[src/rtl/slow_clk_ctrl.sv]
// Divides clk by a runtime ratio N into a registered slow clock with rise/fall strobes.
// Latency: enable seen in STOP gives slow_clk high on the next edge; ratio changes land at a period boundary.
// Backpressure: cfg_ready drops while an accepted ratio waits for the boundary (DRAIN).
module slow_clk_ctrl #(
    parameter int CNT_W   = 8,
    parameter int DEF_DIV = 4
) (
    input  logic             clk,
    input  logic             reset,
    input  logic             enable,
    input  logic             cfg_valid,
    input  logic [CNT_W-1:0] cfg_div,
    output logic             cfg_ready,
    output logic             slow_clk,
    output logic             slow_rise,
    output logic             slow_fall,
    output logic [CNT_W-1:0] cur_div,
    output logic             busy
);

    typedef enum logic [1:0] {
        ST_STOP  = 2'd0,
        ST_RUN   = 2'd1,
        ST_DRAIN = 2'd2
    } state_t;

    localparam logic [CNT_W-1:0] ONE     = CNT_W'(1);
    localparam logic [CNT_W-1:0] TWO     = CNT_W'(2);
    localparam logic [CNT_W-1:0] RST_DIV = CNT_W'(DEF_DIV);

    state_t           state;
    logic [CNT_W-1:0] pend_div;
    logic [CNT_W-1:0] cnt;

    logic             cfg_acc;
    logic [CNT_W-1:0] cfg_clamped;
    logic [CNT_W-1:0] start_div;
    logic [CNT_W-1:0] bound_div;

    // High phase is the shorter half, so odd ratios spend the extra cycle low.
    function automatic logic [CNT_W-1:0] hi_len(input logic [CNT_W-1:0] n);
        return n >> 1;
    endfunction

    function automatic logic [CNT_W-1:0] lo_len(input logic [CNT_W-1:0] n);
        return n - (n >> 1);
    endfunction

    assign cfg_ready   = (state != ST_DRAIN);
    assign busy        = (state != ST_STOP);
    assign cfg_acc     = cfg_valid && cfg_ready;
    assign cfg_clamped = (cfg_div < TWO) ? TWO : cfg_div;
    // Starting from STOP, a ratio accepted in the same cycle is used straight away.
    assign start_div   = cfg_acc ? cfg_clamped : cur_div;
    // At a boundary the next period takes the pending ratio if one is waiting.
    assign bound_div   = (state == ST_DRAIN) ? pend_div : cur_div;

    // Control FSM, phase counter and all registered outputs.
    always_ff @(posedge clk) begin
        if (reset) begin
            state     <= ST_STOP;
            slow_clk  <= 1'b0;
            slow_rise <= 1'b0;
            slow_fall <= 1'b0;
            cur_div   <= RST_DIV;
            pend_div  <= '0;
            cnt       <= '0;
        end else begin
            slow_rise <= 1'b0;
            slow_fall <= 1'b0;
            case (state)
                ST_STOP: begin
                    if (cfg_acc) begin
                        cur_div <= cfg_clamped;
                    end
                    if (enable) begin
                        slow_clk  <= 1'b1;
                        slow_rise <= 1'b1;
                        cnt       <= hi_len(start_div) - ONE;
                        state     <= ST_RUN;
                    end
                end
                ST_RUN, ST_DRAIN: begin
                    if (slow_clk || cnt != '0) begin
                        // Inside a period: count down, switch to low phase when high expires.
                        if (slow_clk && cnt == '0) begin
                            slow_clk  <= 1'b0;
                            slow_fall <= 1'b1;
                            cnt       <= lo_len(cur_div) - ONE;
                        end else begin
                            cnt <= cnt - ONE;
                        end
                        if (cfg_acc) begin
                            pend_div <= cfg_clamped;
                            state    <= ST_DRAIN;
                        end
                    end else begin
                        // Period boundary: commit any pending ratio, then restart or stop.
                        if (state == ST_DRAIN) begin
                            cur_div <= pend_div;
                        end
                        if (enable) begin
                            slow_clk  <= 1'b1;
                            slow_rise <= 1'b1;
                            cnt       <= hi_len(bound_div) - ONE;
                            if (cfg_acc) begin
                                // Arrived with the boundary: it waits for the next one.
                                pend_div <= cfg_clamped;
                                state    <= ST_DRAIN;
                            end else begin
                                state    <= ST_RUN;
                            end
                        end else begin
                            // Stopping: nothing left to drain, so apply an update directly.
                            if (cfg_acc) begin
                                cur_div <= cfg_clamped;
                            end
                            cnt   <= '0;
                            state <= ST_STOP;
                        end
                    end
                end
                default: begin
                    slow_clk <= 1'b0;
                    cnt      <= '0;
                    state    <= ST_STOP;
                end
            endcase
        end
    end

endmodule

[config.mk]
export PLATFORM = sky130hd
export DESIGN_NAME = slow_clk_ctrl
export DESIGN_NICKNAME = d
export VERILOG_FILES = /design/src/rtl/slow_clk_ctrl.sv
export SDC_FILE = /design/constraint.sdc
export NUM_CORES = 1
export LEC_CHECK = 0
export ABC_AREA = 1
export CAP_MARGIN = 20
export CORE_ASPECT_RATIO = 1.5
export CORE_UTILIZATION = 40
export DETAILED_ROUTE_END_ITERATION = 8
export HOLD_SLACK_MARGIN = 0.15
export PLACE_DENSITY = 0.64
export SYNTH_ARGS = -nofsm -noshare
export SYNTH_HDL_FRONTEND = slang
export SYNTH_SLANG_ARGS = --single-unit
[constraint.sdc]
create_clock -name clk -period 5.2 [get_ports clk]
set_clock_uncertainty 0.05 [all_clocks]
set_input_delay 0.78 -clock clk [delete_from_list [all_inputs] [get_ports clk]]
set_output_delay 0.78 -clock clk [all_outputs]
set_load 0.01 [all_outputs]
==> impl_results.rst, run 1 <==
.. list-table::
   :header-rows: 1

   * - Metric
     - Value
   * - Maximum number of pins on one net before global-route repair
     - 18
   * - Required time at the endpoint of the critical path
     - 4.37 ns
   * - Ranking of synthesized cells by instance count
     - sky130_fd_sc_hd__nand2_1, sky130_fd_sc_hd__inv_1, sky130_fd_sc_hd__nor2_1
   * - Final core area utilization
     - 46.3%
   * - Internal reg-to-reg setup slack
     - 2.46 ns
   * - Starting Density
     - 41.1%
   * - Buf+Inv Stages, Crit Path
     - 3
   * - Worst-case setup slack after placement
     - 2.25 ns
   * - Kind of start point of the critical path
     - flip-flop
   * - Clock input transition at the sequential cells of the worst setup and hold paths
     - 0.06 ns
   * - Cell types occupying the most area after synthesis
     - sky130_fd_sc_hd__dfxtp_1, sky130_fd_sc_hd__nand2_1, sky130_fd_sc_hd__inv_1
   * - Worst Hold Launch
     - pend_div[0]
   * - First-iteration detailed-routing DRC count
     - 106
   * - Grt total ovfl
     - 0
   * - Maximum frequency from static timing analysis
     - 360 MHz
   * - Crit-path max cell delay
     - 0.58 ns
   * - FF-to-FF End
     - cnt[1]
   * - Status
     - complete, no violations
   * - Post-synth EDFFs
     - 0
   * - Mapped Avg Cell Area
     - 6.06 µm²
   * - Wire length reported by the detailed router
     - 7730 µm
   * - Setup repair after global routing missed its margin
     - no
   * - Share of layout cells above drive strength 1
     - 9.83%
   * - Placement-stage cell area
     - 0.00292 mm²
   * - Hold Path Class
     - flip-flop to flip-flop
   * - Number of antenna violations at the first check in global routing
     - 0
   * - Maximum buffer depth of the clock tree
     - 2
   * - Die height
     - 102 µm
   * - Number of warnings reported in the yosys synthesis log
     - 0
   * - Number of stages on the worst setup path
     - 4
   * - Crit path DAT
     - 1.95 ns
   * - Sinks on Clock Net
     - 29
   * - FP Rows
     - 36
   * - Synthesized cell area
     - 0.00267 mm²
   * - Cell type with the highest aggregate area in the netlist
     - sky130_fd_sc_hd__dfxtp_1
   * - Total power divided by cell area
     - 683 mW/mm²
   * - Max transition margin
     - 50.8%
   * - Mapped Cells
     - 440
   * - Core Area
     - 0.00649 mm²
   * - Post-layout minimum cycle time
     - 2.78 ns
   * - Crit path max fanout
     - 8
   * - Static Leakage
     - 1.40 nW
   * - Number of hold-slack violations in the final timing report
     - 0
   * - Number of nets in the synthesized netlist
     - 466
   * - Vias per Instance
     - 5.36
   * - Area Overhead vs Synth
     - 12.7%
   * - Worst-Margin Slew
     - 0.737 ns
   * - Sum of internal, switching and leakage power
     - 0.00205 W
   * - CP cell instances
     - inv_1 > ha_1 > clkinv_1 > clkdlybuf4s50_1
   * - Async SR Flop Fraction
     - 0%
   * - Most repeated cell in the gate-level netlist after synthesis
     - sky130_fd_sc_hd__nand2_1
   * - Cell type of the slowest stage on the worst timing path
     - sky130_fd_sc_hd__clkdlybuf4s50_1
   * - Width of the chip
     - 68.7 µm
   * - CTS tree
     - yes
   * - Library cell used as clock root buffer
     - sky130_fd_sc_hd__clkbuf_8
   * - Ports
     - 25
   * - Number of max-slew violations in the final report
     - 0
   * - Pre-antenna DRT Iters
     - 4
   * - Min setup slack post-route
     - 2.42 ns
   * - Placed wire-length estimate after detailed placement
     - 6210 µm
   * - Number of DRC violations after detailed routing
     - 0
   * - Count of antenna-violating nets left after detailed routing
     - 0
   * - Synth unique cells
     - 43
   * - FF-to-FF Start
     - state[1]
   * - Mean routed wirelength per cell
     - 14.5 µm
   * - Clock buffer count from CTS
     - 5
   * - Setup violators final
     - 0
   * - Final weighted congestion in routability-driven placement
     - 0.965
   * - Worst-case vdd ir drop
     - 281 µV
   * - Depth of the worst register-to-register path
     - 10
   * - Total setup buffers inserted after CTS
     - 0
   * - Endpoint kind of the worst setup timing path
     - output pin
   * - Main synth FF type
     - sky130_fd_sc_hd__dfxtp_1
   * - Depth of the worst hold-timing path
     - 2
   * - Hold buffers post-CTS
     - 0
   * - Area fraction of the dominant cell type after synthesis
     - 21.8%
   * - Seq/Total Area, Yosys
     - 21.8%
   * - Number of instances resized during post-cts repair
     - 0
   * - Post-layout net count
     - 484
   * - Vias in the first global route
     - 2825
   * - Setup total negative slack
     - 0 ns
   * - Hold EP
     - pend_div[0]
   * - # diodes
     - 0
   * - Post-route cell area
     - 0.00301 mm²
   * - Maximum capacitance violations
     - 0
   * - Final period utilization
     - 53.4%
   * - First-pass GRT wire length
     - 12900 µm
   * - Critical Setup Path Class
     - flip-flop to output pin
   * - Largest delay share family, worst path
     - buffers and inverters
   * - H-tree lvl count
     - 2
   * - Number of flip-flops and latches in the synthesized netlist
     - 29
   * - Port Buffer Count
     - 24
   * - Global Route Usage Sum
     - 24.8%
   * - Die footprint
     - 0.00700 mm²
   * - Clock insertion delay at the later pin of the skew report
     - 0.29 ns
   * - Overall via count from detail_route
     - 2860
through the flow:
stage,std cells,hold slack [ns]
2_1_floorplan,440,0.389
3_3_place_gp,527,0.408
3_5_place_dp,527,0.414
4_1_cts,534,0.426
5_1_grt,534,0.446
6_report,534,0.422
routing by layer:
metal	global-route usage (%)	share of wire [%]	vias to the layer above
li1	-	-	1451
met3	3.01	3.3	31
met4	16.8	5.9	0
met5	0	0	-
met2	43.7	51	70
met1	26.7	40	1308
flip-flops by register name, indices dropped and copies added (netlist names):
signal,cells
slow_rise,1
slow_fall,1
cur_div,8
pend_div,8
cnt,8
slow_clk,1
state,2
layout by cell type, fill, tap and decap left out, types with 7 or more instances in the layout:
master,instances
sky130_fd_sc_hd__o21ai_1,9
sky130_fd_sc_hd__a21oi_1,23
sky130_fd_sc_hd__clkdlybuf4s50_1,24
sky130_fd_sc_hd__nor2_1,45
sky130_fd_sc_hd__nor2_2,7
sky130_fd_sc_hd__dfxtp_1,29
sky130_fd_sc_hd__inv_1,54
sky130_fd_sc_hd__ha_1,13
sky130_fd_sc_hd__nand2_1,123
sky130_fd_sc_hd__nand3_1,34
sky130_fd_sc_hd__o21ai_0,21
sky130_fd_sc_hd__inv_2,10
area by class of cell:
type	instances	area (µm²)
Inverter	66	253
Clock buffer	7	86.3
Sequential cell	29	581
Fill cell	718	3480
Timing Repair Buffer	24	240
Multi-Input combinational cell	332	1750
Tap cell	76	95.1
worst max path at each step:
stage	startpoint	end	slack [ns]
after floorplan	cfg_div[6]	cnt[2]	3.09
after global placement	cfg_valid	cnt[6]	2.32
after detailed placement	cfg_valid	cnt[6]	2.25
after CTS	state[0]	busy	2.43
after global routing	cfg_valid	cnt[6]	2.28
final	state[0]	busy	2.42
worst min-delay path, delay by kind of cell, from the launching register on:
family          cells  cell delay [ns]
compound gates      1             0.06
simple gates        1             0.06
flops               1             0.31
where the power goes:
group / total [W] / internal [W] / switching [W]
Sequential: 0.000387 / 0.000304 / 0.0000827
Combinational: 0.00147 / 0.000516 / 0.000955
Clock: 0.000195 / 0.000105 / 0.0000902
cell families after synthesis:
family,Yosys count,share of synthesized area (%)
fa+ha+maj,14,6.85
xor+xnor,7,2.30
compound gates,78,18.0
simple gates,233,38.5
flops,29,21.8
buf+inv,79,12.6
Note: power is estimated with default switching activity, not from simulation.
==> run 2: changes to the inputs <==
Clock period 5.2 ns to 2.59 ns, I/O delays scaled along.
==> run 2 against run 1 <==
Against the previous run: utilization increased by 1.2 points; clock-buffer cell count unchanged; design area increased by 2.5%; sequential power increased by 110%; first-iteration DRC count increased by 25%; global-route usage increased by 1.3 points; critical path type unchanged.
==> impl_results.rst, run 2 (synthesized netlist as in run 1, its figures left out) <==
.. list-table::
   :header-rows: 1

   * - Metric
     - Value
   * - Final period utilization
     - 92.7%
   * - Ports
     - 25 (unchanged)
   * - Final weighted congestion in routability-driven placement
     - 0.965 (about the same)
   * - Number of hold-slack violations in the final timing report
     - 0 (unchanged)
   * - Maximum number of pins on one net before global-route repair
     - 16 (was 18)
   * - Setup total negative slack
     - 0 ns (unchanged)
   * - Die footprint
     - 0.00700 mm² (unchanged)
   * - Sinks on Clock Net
     - 29 (unchanged)
   * - Pre-antenna DRT Iters
     - 4 (unchanged)
   * - FP Rows
     - 36 (unchanged)
   * - Depth of the worst register-to-register path
     - 12 (was 10)
   * - Hold EP
     - pend_div[2] (was pend_div[0])
   * - Number of antenna violations at the first check in global routing
     - 0 (unchanged)
   * - Vias in the first global route
     - 2709 (was 2825)
   * - Wire length reported by the detailed router
     - 8070 µm (was 7730 µm)
   * - H-tree lvl count
     - 2 (unchanged)
   * - Placed wire-length estimate after detailed placement
     - 6580 µm (was 6210 µm)
   * - Starting Density
     - 41.1% (unchanged)
   * - Share of layout cells above drive strength 1
     - 11.8% (was 9.83%)
   * - Setup violators final
     - 0 (unchanged)
   * - Crit path DAT
     - 1.96 ns (was 1.95 ns)
   * - First-iteration detailed-routing DRC count
     - 133 (was 106)
   * - Worst-Margin Slew
     - 0.526 ns (was 0.737 ns)
   * - Fillers
     - 740 (was 718)
   * - # diodes
     - 0 (unchanged)
   * - Clock input transition at the sequential cells of the worst setup and hold paths
     - 0.06 ns (about the same)
   * - Most used cells in the layout excluding fill and tap cells
     - sky130_fd_sc_hd__nand2_1, sky130_fd_sc_hd__inv_1, sky130_fd_sc_hd__nor2_1 (unchanged)
   * - Largest delay share family, worst path
     - buffers and inverters (unchanged)
   * - Cell type of the slowest stage on the worst timing path
     - sky130_fd_sc_hd__clkdlybuf4s50_1 (unchanged)
   * - Internal reg-to-reg setup slack
     - 0.33 ns (was 2.46 ns)
   * - Post-layout minimum cycle time
     - 2.40 ns
   * - Hold buffers post-CTS
     - 0 (unchanged)
   * - Depth of the worst hold-timing path
     - 2 (unchanged)
   * - Endpoint kind of the worst setup timing path
     - output pin (unchanged)
   * - Die height
     - 102 µm (unchanged)
   * - CP cell instances
     - inv_1 > ha_1 > clkinv_1 > clkdlybuf4s50_1 (unchanged)
   * - Maximum buffer depth of the clock tree
     - 2 (unchanged)
   * - Setup repair after global routing missed its margin
     - no (unchanged)
   * - Post-route cell area
     - 0.00308 mm² (was 0.00301 mm²)
   * - Grt total ovfl
     - 0 (unchanged)
   * - Buf+Inv Stages, Crit Path
     - 3 (unchanged)
   * - Overall via count from detail_route
     - 2835 (was 2860)
   * - Worst-case vdd ir drop
     - 631 µV (was 281 µV)
   * - Required time at the endpoint of the critical path
     - 2.15 ns (was 4.37 ns)
   * - Clock insertion delay at the later pin of the skew report
     - 0.28 ns (was 0.29 ns)
   * - Number of DRC violations after detailed routing
     - 0 (unchanged)
   * - Total power divided by cell area
     - 1410 mW/mm² (was 683 mW/mm²)
   * - Worst hold slack across all endpoints
     - 0.417 ns (was 0.422 ns)
   * - Width of the chip
     - 68.7 µm (unchanged)
   * - Total setup buffers inserted after CTS
     - 0 (unchanged)
   * - Library cell used as clock root buffer
     - sky130_fd_sc_hd__clkbuf_8 (unchanged)
   * - Global Route Usage Sum
     - 26.1% (was 24.8%)
   * - Area Overhead vs Synth
     - 15.5% (was 12.7%)
   * - First-pass GRT wire length
     - 13300 µm (was 12900 µm)
   * - Top flop regs
     - cnt (8), cur_div (8), pend_div (8) (unchanged)
   * - Status
     - complete, no violations (unchanged)
   * - Kind of start point of the critical path
     - flip-flop (unchanged)
   * - Static Leakage
     - 1.44 nW (was 1.40 nW)
   * - Mean routed wirelength per cell
     - 14.8 µm (was 14.5 µm)
   * - Max transition margin
     - 64.9% (was 50.8%)
   * - Port Buffer Count
     - 24 (unchanged)
   * - Placement-stage cell area
     - 0.00299 mm² (was 0.00292 mm²)
   * - Crit path max fanout
     - 8 (unchanged)
   * - Number of max-slew violations in the final report
     - 0 (unchanged)
   * - Core Area
     - 0.00649 mm² (unchanged)
   * - Maximum capacitance violations
     - 0 (unchanged)
   * - CTS tree
     - yes (unchanged)
   * - Maximum frequency from static timing analysis
     - 416 MHz
   * - FF-to-FF End
     - cnt[4] (was cnt[1])
   * - Vias per Instance
     - 5.21 (was 5.36)
   * - Clock buffer count from CTS
     - 5 (unchanged)
   * - Crit-path max cell delay
     - 0.58 ns (about the same)
   * - Hold Path Class
     - flip-flop to flip-flop (unchanged)
   * - Count of antenna-violating nets left after detailed routing
     - 0 (unchanged)
   * - Critical Setup Path Class
     - flip-flop to output pin (unchanged)
   * - Number of instances resized during post-cts repair
     - 0 (unchanged)
   * - Worst Hold Launch
     - pend_div[2] (was pend_div[0])
   * - Most frequent standard cell in the layout excluding fill and tap cells
     - sky130_fd_sc_hd__nand2_1 (unchanged)
   * - Post-layout net count
     - 494 (was 484)
   * - FF-to-FF Start
     - state[0] (was state[1])
==> run 2: cell types whose count changed in the layout (fill, tap and decap cells not counted) <==
cell                    previous run  this run
sky130_fd_sc_hd__buf_4             0        10
==> run 2: routing by layer <==
| layer | track usage, % | wire [µm] | up-vias | part of all wire, % |
|---|---|---|---|---|
| met5 | 0 | 0 | - | 0 |
| met4 | 14.9 | 387 | 0 | 4.8 |
| met3 | 3.68 | 215 | 26 | 2.7 |
| met2 | 46.9 | 4240 | 62 | 53 |
| met1 | 28.1 | 3230 | 1277 | 40 |
| li1 | - | - | 1470 | - |
==> run 2: worst max path at each step <==
stage	startpoint	end	slack [ns]	cells past startpoint
after global placement	cfg_valid	cnt[6]	0.19	14
after floorplan	state[0]	cnt[2]	0.52	14
final	state[0]	busy	0.19	4
after global routing	state[0]	busy	0.06	4
after detailed placement	cfg_valid	cnt[6]	0.15	14
after CTS	state[0]	busy	0.18	4
==> run 2: final cells by class <==
cell class,count,area [µm²],area share (%)
clock buffer,7,86.3,2.80
inverter,66,253,8.20
multi-input combinational,332,1750,56.8
sequential,29,581,18.8
tap,76,95.1,3.09
timing repair buffer,34,315,10.2
==> run 2: worst register-to-register path, stage by stage, from the launching register on <==
cell                      delay (ns)
sky130_fd_sc_hd__dfxtp_1        0.35
sky130_fd_sc_hd__inv_1          0.07
sky130_fd_sc_hd__ha_1           0.26
sky130_fd_sc_hd__buf_4          0.21
sky130_fd_sc_hd__o21ai_1        0.31
sky130_fd_sc_hd__inv_1          0.11
sky130_fd_sc_hd__ha_1           0.26
sky130_fd_sc_hd__nand2_1        0.10
sky130_fd_sc_hd__xor2_1         0.14
sky130_fd_sc_hd__nand2_1        0.08
sky130_fd_sc_hd__nand3_1        0.09
sky130_fd_sc_hd__nand2_1        0.05
sky130_fd_sc_hd__a21oi_1        0.11
==> run 2: power by group <==
| part | switching [W] | internal, W |
|---|---|---|
| sequential | 0.000180 | 0.000619 |
| combinational | 0.00200 | 0.00115 |
| clock | 0.000175 | 0.000210 |
==> run 2: through the flow <==
| stage | worst slack (ns) | instances | utilization, % | total power (W) |
|---|---|---|---|---|
| after global placement | 0.195 | 537 | 46.2 | 0.00391 |
| after detailed placement | 0.152 | 537 | 46.2 | 0.00393 |
| after CTS | 0.185 | 544 | 47.5 | 0.00434 |
| after floorplan | 0.519 | 440 | - | 0.00301 |
| final | 0.188 | 544 | 47.5 | 0.00433 |
| after global routing | 0.0583 | 544 | 47.5 | 0.00476 |
